### src/rtl/bin2bcd_seq_if.sv
// bin2bcd_seq_if
//   Handshake and result bundle for the sequential binary-to-BCD converter.
//   master : producer/consumer side (drives in_valid, bin_in; observes results)
//   slave  : the converter itself
// Signals:
//   in_valid/in_ready : word handshake, transfer when both high at clk rise
//   bin_in            : WIDTH-bit unsigned binary word
//   bcd_out           : DIGITS packed BCD nibbles, digit 0 in bits [3:0]
//   out_valid         : one-cycle pulse when bcd_out/overflow/blank update
//   overflow          : last result saturated to all nines
//   blank             : leading-zero mask, one bit per digit
//   busy              : conversion in progress (inverse of in_ready)
interface bin2bcd_seq_if #(
    parameter int WIDTH  = 20,
    parameter int DIGITS = 6
);
    logic                  in_valid;
    logic                  in_ready;
    logic [WIDTH-1:0]      bin_in;
    logic [4*DIGITS-1:0]   bcd_out;
    logic                  out_valid;
    logic                  overflow;
    logic [DIGITS-1:0]     blank;
    logic                  busy;

    modport master (
        output in_valid, bin_in,
        input  in_ready, bcd_out, out_valid, overflow, blank, busy
    );

    modport slave (
        input  in_valid, bin_in,
        output in_ready, bcd_out, out_valid, overflow, blank, busy
    );
endinterface

### src/rtl/bin2bcd_seq.sv
// bin2bcd_seq
//   Double-dabble (shift-and-add-3) binary-to-BCD converter, one input bit
//   per clock. Results feed per-digit seven-segment decoders, so every
//   output is registered and held until the next conversion completes.
//   Inputs at or above 10^DIGITS saturate to all nines with overflow set.
// Ports:
//   clk   : system clock, rising edge
//   reset : synchronous, active-high
//   bus   : bin2bcd_seq_if.slave (handshake, binary in, BCD/flags out)
// Configuration:
//   BIN2BCD_BLANK_EN : when defined, blank[] marks leading-zero digits
//                      (digit 0 never blanked, nothing blanked on overflow);
//                      when undefined, blank is tied low.

// One BCD digit's add-3 correction, applied before each left shift.
module bin2bcd_seq_nib (
    input  logic [3:0] d,
    output logic [3:0] q
);
    assign q = (d >= 4'd5) ? d + 4'd3 : d;
endmodule

module bin2bcd_seq #(
    parameter int WIDTH  = 20,
    parameter int DIGITS = 6
) (
    input  logic          clk,
    input  logic          reset,
    bin2bcd_seq_if.slave  bus
);
    // Wide enough that 10^DIGITS (< 2^(4*DIGITS)) and bin_in never truncate.
    localparam int CW    = WIDTH + 4*DIGITS;
    localparam int CNT_W = $clog2(WIDTH);

    function automatic logic [CW-1:0] pow10(input int n);
        logic [CW-1:0] p;
        p = CW'(1);
        for (int k = 0; k < n; k++) p = p * CW'(10);
        return p;
    endfunction

    localparam logic [CW-1:0]    LIMIT = pow10(DIGITS);
    localparam logic [CNT_W-1:0] LAST  = CNT_W'(WIDTH-1);

    typedef enum logic [1:0] {IDLE, SHIFT, DONE} state_t;

    state_t                    state, state_nxt;
    logic [WIDTH-1:0]          shreg;
    logic [DIGITS-1:0][3:0]    scratch;
    logic [DIGITS-1:0][3:0]    adj;
    logic [4*DIGITS-1:0]       adj_flat;
    logic [CNT_W-1:0]          cnt;
    logic                      ovf_pending;
    logic [DIGITS-1:0][3:0]    bcd_q;
    logic                      ovf_q;
    logic                      out_valid_q;
    logic                      in_ready_q;
    logic                      busy_q;

    // Per-digit correction lanes.
    for (genvar i = 0; i < DIGITS; i++) begin : g_nib
        bin2bcd_seq_nib u_nib (.d(scratch[i]), .q(adj[i]));
    end
    assign adj_flat = adj;

    // ---------------- FSM ----------------
    always_ff @(posedge clk) begin
        if (reset) state <= IDLE;
        else       state <= state_nxt;
    end

    always_comb begin
        state_nxt = state;
        case (state)
            IDLE:    if (bus.in_valid) state_nxt = SHIFT;
            SHIFT:   if (cnt == LAST)  state_nxt = DONE;
            DONE:    state_nxt = IDLE;
            default: state_nxt = IDLE;
        endcase
    end

`ifdef BIN2BCD_BLANK_EN
    logic [DIGITS-1:0] blank_q;

    // Digit i blanks when it and every digit above it are zero; digit 0
    // always shows so that the value zero renders as a single "0".
    function automatic logic [DIGITS-1:0] blank_of(input logic [DIGITS-1:0][3:0] v);
        logic [DIGITS-1:0] b;
        logic              z;
        b = '0;
        z = 1'b1;
        for (int i = DIGITS-1; i >= 1; i--) begin
            z    = z & (v[i] == 4'd0);
            b[i] = z;
        end
        return b;
    endfunction
`endif

    // ---------------- Datapath ----------------
    always_ff @(posedge clk) begin
        if (reset) begin
            shreg       <= '0;
            scratch     <= '0;
            cnt         <= '0;
            ovf_pending <= 1'b0;
            bcd_q       <= '0;
            ovf_q       <= 1'b0;
            out_valid_q <= 1'b0;
            in_ready_q  <= 1'b1;
            busy_q      <= 1'b0;
`ifdef BIN2BCD_BLANK_EN
            blank_q     <= blank_of('0);
`endif
        end else begin
            out_valid_q <= 1'b0;
            // Registered decode of the next state keeps both flags glitch-free.
            in_ready_q  <= (state_nxt == IDLE);
            busy_q      <= (state_nxt != IDLE);
            case (state)
                IDLE: begin
                    if (bus.in_valid) begin
                        shreg       <= bus.bin_in;
                        scratch     <= '0;
                        cnt         <= '0;
                        ovf_pending <= (CW'(bus.bin_in) >= LIMIT);
                    end
                end
                SHIFT: begin
                    // Correct, then shift {scratch, shreg} left by one; the
                    // top scratch bit falls off, covered by ovf_pending.
                    scratch <= {adj_flat[4*DIGITS-2:0], shreg[WIDTH-1]};
                    shreg   <= {shreg[WIDTH-2:0], 1'b0};
                    cnt     <= cnt + CNT_W'(1);
                end
                DONE: begin
                    out_valid_q <= 1'b1;
                    ovf_q       <= ovf_pending;
                    if (ovf_pending) bcd_q <= {DIGITS{4'h9}};
                    else             bcd_q <= scratch;
`ifdef BIN2BCD_BLANK_EN
                    blank_q <= ovf_pending ? '0 : blank_of(scratch);
`endif
                end
                default: ;
            endcase
        end
    end

    assign bus.in_ready  = in_ready_q;
    assign bus.busy      = busy_q;
    assign bus.out_valid = out_valid_q;
    assign bus.overflow  = ovf_q;
    assign bus.bcd_out   = bcd_q;
`ifdef BIN2BCD_BLANK_EN
    assign bus.blank     = blank_q;
`else
    assign bus.blank     = '0;
`endif

endmodule

### src/flat_wrapper.sv
// flat-port wrapper written by rule: the top's interface ports become plain ports
module bin2bcd_seq_flat 
#(
    parameter int WIDTH  = 20,
    parameter int DIGITS = 6
)
  (clk, reset, bus_in_valid, bus_bin_in, bus_in_ready, bus_bcd_out, bus_out_valid, bus_overflow, bus_blank, bus_busy);
  bin2bcd_seq_if #(.WIDTH(WIDTH), .DIGITS(DIGITS)) bus_i ();
  input  logic clk;
  input  logic reset;
  input wire logic [$bits(bus_i.in_valid)-1:0] bus_in_valid;
  input wire logic [$bits(bus_i.bin_in)-1:0] bus_bin_in;
  output wire logic [$bits(bus_i.in_ready)-1:0] bus_in_ready;
  output wire logic [$bits(bus_i.bcd_out)-1:0] bus_bcd_out;
  output wire logic [$bits(bus_i.out_valid)-1:0] bus_out_valid;
  output wire logic [$bits(bus_i.overflow)-1:0] bus_overflow;
  output wire logic [$bits(bus_i.blank)-1:0] bus_blank;
  output wire logic [$bits(bus_i.busy)-1:0] bus_busy;
  assign bus_i.in_valid = bus_in_valid;
  assign bus_i.bin_in = bus_bin_in;
  assign bus_in_ready = bus_i.in_ready;
  assign bus_bcd_out = bus_i.bcd_out;
  assign bus_out_valid = bus_i.out_valid;
  assign bus_overflow = bus_i.overflow;
  assign bus_blank = bus_i.blank;
  assign bus_busy = bus_i.busy;
  bin2bcd_seq #(.WIDTH(WIDTH), .DIGITS(DIGITS)) u_core (.clk(clk), .reset(reset), .bus(bus_i));
endmodule
### config.mk
export PLATFORM = sky130hd
export DESIGN_NAME = bin2bcd_seq_flat
export DESIGN_NICKNAME = d
export VERILOG_FILES = /design/src/rtl/bin2bcd_seq_if.sv /design/src/rtl/bin2bcd_seq.sv /design/src/flat_wrapper.sv
export SDC_FILE = /design/constraint.sdc
export NUM_CORES = 1
export LEC_CHECK = 0
export BUFFER_PORTS_ARGS = -buffer_cell sky130_fd_sc_hd__buf_2
export CORE_MARGIN = 2
export CORE_UTILIZATION = 58
export CTS_BUF_LIST = sky130_fd_sc_hd__clkbuf_8
export CTS_CLUSTER_SIZE = 28
export DETAILED_ROUTE_END_ITERATION = 8
export PLACE_DENSITY_LB_ADDON = 0.2
export SLEW_MARGIN = 0
export SYNTH_ARGS = -nofsm -noshare
export SYNTH_HDL_FRONTEND = slang
export SYNTH_SLANG_ARGS = --single-unit
### constraint.sdc
create_clock -name clk -period 2 [get_ports clk]
set_clock_uncertainty 0.15 [all_clocks]
set_input_delay 0 -clock clk [delete_from_list [all_inputs] [get_ports clk]]
set_output_delay 0 -clock clk [all_outputs]
set_load 0.02 [all_outputs]
=== After elaboration in Yosys (flattened, before gate mapping) ===
Cells that the tools add are included.

* Register bits: 80
* Logic and storage cells: 61

* Eq/ne operators: 4
* Reduce and logical (&&, ||, !) cells: 6
* Muxes and demuxes: 17
* Add/sub/neg operators: 7
* $lt $le $gt $ge: 7

{| class="wikitable"
|+ Operators by type and width
! cell !! number
|-
| two-way mux 24 bit || 2
|-
| case mux 24 bit (2 select lines) || 1
|-
| case mux 20 bit (2 select lines) || 1
|-
| >= comparator 4 x 3 -> 1 bit (second input constant) || 6
|-
| adder 4 x 2 -> 4 bit (second input constant) || 5
|-
| >= comparator 20 bit (second input constant) || 1
|-
| two-way mux 20 bit || 1
|-
| two-way mux 4 bit || 5
|-
| case mux 5 bit (2 select lines) || 1
|-
| adder 5 x 1 -> 5 bit (second input constant) || 1
|-
| == test 5 bit (second input constant) || 1
|-
| two-way mux 5 bit || 1
|-
| zero test 2 bit || 2
|-
| two-way mux 2 bit || 2
|-
| case mux 2 bit (2 select lines) || 1
|-
| AND reduction 2 bit || 2
|-
| nonzero test 2 bit || 2
|-
| adder 3 x 2 -> 3 bit (second input constant) || 1
|-
| two-way mux 3 bit || 1
|-
| == test 2 x 1 -> 1 bit (second input constant) || 1
|-
| == test 2 bit (second input constant) || 1
|-
| != test 2 bit (second input constant) || 1
|-
| two-way mux 1 bit || 1
|}

=== Logic depth before layout (Yosys ltp) ===
* Word-level depth: 4
* Depth in mapped cells: 6

=== By module ===
From an unflattened synthesis, not the netlist that was laid out.

* Cell total of the unflattened synthesis: 412
* Area total of the unflattened synthesis: 3577.2 sq um

{| class="wikitable"
|+ By module, submodules not included
! module !! sequential area each (sq um) !! cells an instance !! instances !! area each (sq um)
|-
| bin2bcd_seq || 1601.5 || 316 || 1 || 2969.1
|-
| bin2bcd_seq_nib || 0.0 || 16 || 6 || 101.3
|}

=== Least setup slack after synthesis ===
Ideal clock, no wire load.

* Path kind: register to register
* From: register u_core.scratch[9] in the netlist's numbering
* To: register u_core.scratch[10] in the netlist's numbering
* Period minus slack after synthesis: 1.524 ns
* Library setup time: 0.117 ns
* Setup slack: 0.476 ns
* Buffers on the path: 0
* Arrival time: 1.258 ns
* Cell stages (with the launch flop): 7
* Path through: dfxtp_1 > inv_1 > ha_1 > nand2b_1 > a21oi_1 > mux2i_1 > a22o_1

* Cells in the longest elaborated chain, start to end: 3
* Elaborated cells between the ends (all ways): 4
* Classes of those cells: add/sub: 1; order compare: 1; mux: 2

{| class="wikitable"
|+ RTL lines
! item !! line !! source
|-
| start: declaration || bin2bcd_seq.sv:49 || <nowiki>logic [DIGITS-1:0][3:0] scratch;</nowiki>
|-
| start signal: assignment || bin2bcd_seq.sv:132 || <nowiki>scratch <= {adj_flat[4*DIGITS-2:0], shreg[WIDTH-1]};</nowiki>
|-
| adder 4 x 2 -> 4 bit / >= comparator 4 x 3 -> 1 bit (equally long branches) || bin2bcd_seq.sv:20 || <nowiki>assign q = (d >= 4'd5) ? d + 4'd3 : d;</nowiki>
|-
| two-way mux 4 bit (*) || bin2bcd_seq.sv:20 ||
|-
| case mux 24 bit (2 select lines) (*) || bin2bcd_seq.sv:120 || <nowiki>case (state)</nowiki>
|}

Mark *: on every way between the ends. The rest lies on a longest branch, timed or not.
A chain may end at the register's enable or synchronous reset.

=== Worst setup path in the final report ===
* From: register u_core.state[0]
* To: register u_core.scratch[8] in the netlist's numbering

* Cells in the longest elaborated chain, start to end: 3
* Elaborated cells between the ends (all ways): 6
* Classes of those cells: eq/ne: 2; mux: 1; reduce/logical: 3

{| class="wikitable"
|+ RTL lines
! item !! line !! source
|-
| start: declaration || bin2bcd_seq.sv:47 || <nowiki>state_t state, state_nxt;</nowiki>
|-
| start signal: assignment || bin2bcd_seq.sv:69 || <nowiki>else state <= state_nxt;</nowiki>
|-
| == test 2 x 1 -> 1 bit / zero test 2 bit (equally long branches) || bin2bcd_seq.sv:120 ||
|-
| nonzero test 2 bit (no source line) / != test 2 bit (equally long branches) || -- ||
|-
| AND reduction 2 bit (no source line) || -- ||
|}

Several ways; a longest one is shown, not always the timed one.

==> metrics.sh <==
DIODES=0
YOSYSUNIQUECELLTYPES=40
GROUTE.USAGE.OVERALL_PCT=26.1
DRT_WL_TOTAL_UM=8110
SYN-INSTANCE-COUNT=385
R2R_SETUP_SLACK_NS=0.18
FP.DIEAREA_UM2=6620
CELLLEAKAGEPOWER_nW=1.70
CTS-RESIZED-GATES=0
LAYOUT-AREA-OVERHEAD-VS-SYNTH_PCT=20.5
CTS_SINKS=80
TIMING_MAX_TRANSITION_VIOLATIONS_FINAL=0
PERIOD_MINUS_SLACK_NS=1.82
N_FILL_CELL=445
MOSTFREQUENTLAYOUTCELL='dfxtp_1'
PLACE.PORT_BUFFERS=50
CELLPOWERDENSITY_nW_PER_UM2=780
GR-USAGE-MET2_PCT=40.9
FINALSETUPVIOLATIONS=0
WORST_R2R_STARTPOINT='u_core.state[0]$_SDFF_PP0_'
SYNTH-ASYNC-RESET-RATIO_PCT=0
CRIT_END_ELEMENT='flip-flop'
GROUTE.LAYER.MET1.USAGE_PCT=35.5
FINALINSTANCEAREA_UM2=4190
PATH_DEPTH_OF_THE_WORST_REG2REG_PATH=4
HTREE_NUM_LEVELS=3
CORE_AREA_UM2=5850
SYNTH-EDFF-COUNT=0
ROUTED-VIA-COUNT=3035
DRT_ITER0_DRC=198
FMAXACHIEVABLE_GHz=0.550
ANT_NETS=0
CTS_MAX_PATH_BUFFERS=2
WORST_PIN_SLEW_NS=0.570
REG2REG_TO='u_core.scratch[8]$_SDFFE_PP0P_'
SYNTHFLOPTYPE='dfxtp_1'
MIN-DELAY-PATH-CLASS='primary input to flip-flop'
SYNTH-SEQ-AREA-SHARE_PCT=46.1
RSZ0062_AT_GRT='false'
INSERTION_DELAY_NS=0.36
STARTPOINT_OF_THE_TIGHTEST_HOLD_CHECK_PATH='bus_in_valid'
LAYOUT.NETS=490
SYNTH_REGISTER_BITS=80
FINAL-HOLD-VIOLATION-COUNT=0
VIAS_PER_CELL=5.68
MOST-COMMON-LAYOUT-CELLS='dfxtp_1, buf_2, nor2_1, a21oi_1'
RUN_STATUS='finished clean'
GLOBALPLACE.CONGESTION=0.842
LARGEST_NET_DEGREE_AT_THE_START_OF_GLOBAL_ROUTING=55
ANTENNA_FOUND_INITIAL=0
FIN_SETUP_TNS_NS=0
ROUTEDWLPERCELL_UM=15.2
CAP_VIOLATIONS=0
LARGEST_FANOUT_OF_ANY_NET_ON_THE_CRITICAL_PATH=12
CTS_TREE='yes'
GR-TOTAL-OVERFLOW=0
VDD_DROP_MAX_uV=809
CP_DATA_ARRIVAL_TIME_NS=1.94
CLKSLEWWORSTSETUPHOLDPATHS_NS=0.09
DIE_W_UM=81.4
FIN_CRIT_SH_PCT=90.9
WIRE_LENGTH_OF_THE_FIRST_GLOBAL_ROUTING_PASS_UM=13300
DIE_Y_UM=81.4
CTS-ROOT-BUF='clkbuf_8'
INITIAL_CORE_UTIL_PCT=59.4
SLEW_HEADROOM_PCT=62.0
STD_CELL_ROWS=28
MIN_DELAY_WORST_ENDPOINT='u_core.ovf_pending$_SDFFE_PP0P_'
YOSYSWARNINGCOUNT=0
HOLD_DEPTH=4
SYN-MEAN-INSTANCE-AREA_UM2=9.02
DP_HPWL_UM=5280
DESIGN.PORTCOUNT=57
SETUP.WORST_PATH.START_CLASS='flip-flop'
DRC=0
CTS_BUFFERS=9
AREA_OF_THE_MAPPED_NETLIST_UM2=3470
VIA_COUNT_OF_THE_FIRST_GLOBAL_ROUTING_PASS=2849
CRIT_REQUIRED_NS=2.12
POST_ROUTE_CELLS_DRIVE_ABOVE_1_SHARE_PCT=18.5
DRT_FIRST_PASS_ITERS=4
MET3_USAGE_PCT=4.89
CRITPATHKIND='flip-flop to flip-flop'
GLOBALROUTE.BUSIESTLAYER='met2'
PLACE_AREA_UM2=3750
area by class of cell:
type                    instances  area [µm²]  area share [%]
flip-flops and latches         80        1600            38.3
well taps                      75        93.8            2.24
repair buffers                 83         551            13.2
inverters                      15        56.3            1.35
clock buffers                   9         124            2.96
multi-input cells             265        1660            39.6
clock inverters                 7         104            2.48
per-stage QoR:
step	cells	utilization, %	total power [mW]	setup WS (ns)	hold WS [ns]
after floorplan	390	-	1.86	0.476	-0.0258
after global placement	497	64.1	1.91	0.287	0.0947
after detailed placement	497	64.1	1.91	0.205	0.0942
after global routing	534	71.5	3.37	0.0332	0.0566
final	534	71.5	3.27	0.182	0.00318
after CTS	534	71.5	3.27	0.195	0.000526
where the power goes:
part           switching [mW]  internal [mW]  total (mW)
clock network           0.628          0.718        1.35
logic                   0.144          0.112       0.256
registers              0.0281           1.63        1.66
total                   0.800           2.46        3.27
critical path, cell delays in order (launching register included):
cell	delay, ns
dfxtp_1	0.39
o21bai_1	0.39
nand2b_1	0.38
buf_4	0.28
o22ai_1	0.15
metal layers:
| layer | up-vias | routed length [µm] |
|---|---|---|
| met3 | 15 | 402 |
| met5 | - | 0 |
| met1 | 1422 | 3830 |
| met4 | 0 | 136 |
| li1 | 1517 | - |
| met2 | 81 | 3730 |
cell usage after synthesis (2+ instances only):
master / instances / area share, %
a211oi_1: 19 / 4.1
a21oi_1: 28 / 4.0
a22o_1: 7 / 1.8
a22oi_1: 2 / 0.43
a32o_1: 4 / 1.2
buf_2: 8 / 1.2
buf_4: 11 / 2.4
buf_6: 2 / 0.65
clkbuf_1: 9 / 0.97
dfxtp_1: 80 / 46
ha_1: 13 / 4.7
inv_1: 14 / 1.5
mux2i_1: 6 / 1.7
nand2_1: 17 / 1.8
nand2b_1: 11 / 2.0
nand3_1: 3 / 0.43
nand3b_1: 8 / 1.7
nand4_1: 3 / 0.54
nor2_1: 40 / 4.3
nor3_1: 26 / 3.7
nor3b_1: 4 / 0.86
o21ai_0: 10 / 1.4
o22ai_1: 26 / 4.7
o31ai_1: 4 / 0.86
o32ai_1: 2 / 0.50
or2_2: 2 / 0.36
or3_1: 6 / 1.1
xnor2_1: 6 / 1.5
xor2_1: 3 / 0.76
sequential cells by signal, summed over array words and instances, names as in the netlist:
signal / flops
u_core.bus.bcd_out: 24
u_core.scratch: 24
u_core.bus.overflow: 1
u_core.state: 2
u_core.bus.busy: 1
u_core.bus.in_ready: 1
u_core.cnt: 5
u_core.ovf_pending: 1
u_core.shreg: 20
u_core.bus.out_valid: 1
cell families after synthesis:
kind of cell,after synthesis,share of synthesized area (%)
buf+inv,45,6.77
flops,80,46.1
xor+xnor,9,2.27
other cells,1,0.108
fa+ha+maj,13,4.68
simple gates,123,17.7
mux,6,1.73
compound gates,108,20.6
worst max path at each step:
stage | startpoint | end | slack (ns) | cells after the start
after floorplan | u_core.scratch[9]$_SDFFE_PP0P_ | u_core.scratch[10]$_SDFFE_PP0P_ | 0.48 | 6
after global placement | u_core.state[0]$_SDFF_PP0_ | u_core.scratch[12]$_SDFFE_PP0P_ | 0.29 | 4
after detailed placement | u_core.state[0]$_SDFF_PP0_ | u_core.scratch[8]$_SDFFE_PP0P_ | 0.21 | 4
after CTS | u_core.state[0]$_SDFF_PP0_ | u_core.scratch[8]$_SDFFE_PP0P_ | 0.20 | 4
after global routing | u_core.state[0]$_SDFF_PP0_ | u_core.scratch[8]$_SDFFE_PP0P_ | 0.03 | 4
final | u_core.state[0]$_SDFF_PP0_ | u_core.scratch[8]$_SDFFE_PP0P_ | 0.18 | 4
what timing repair did:
action / in CTS / in global routing
hold buffers: 21 / 0
hold endpoints to repair: 22 / 0
buffers inserted: 0 / 0
Note: power is estimated with default switching activity, not from simulation.
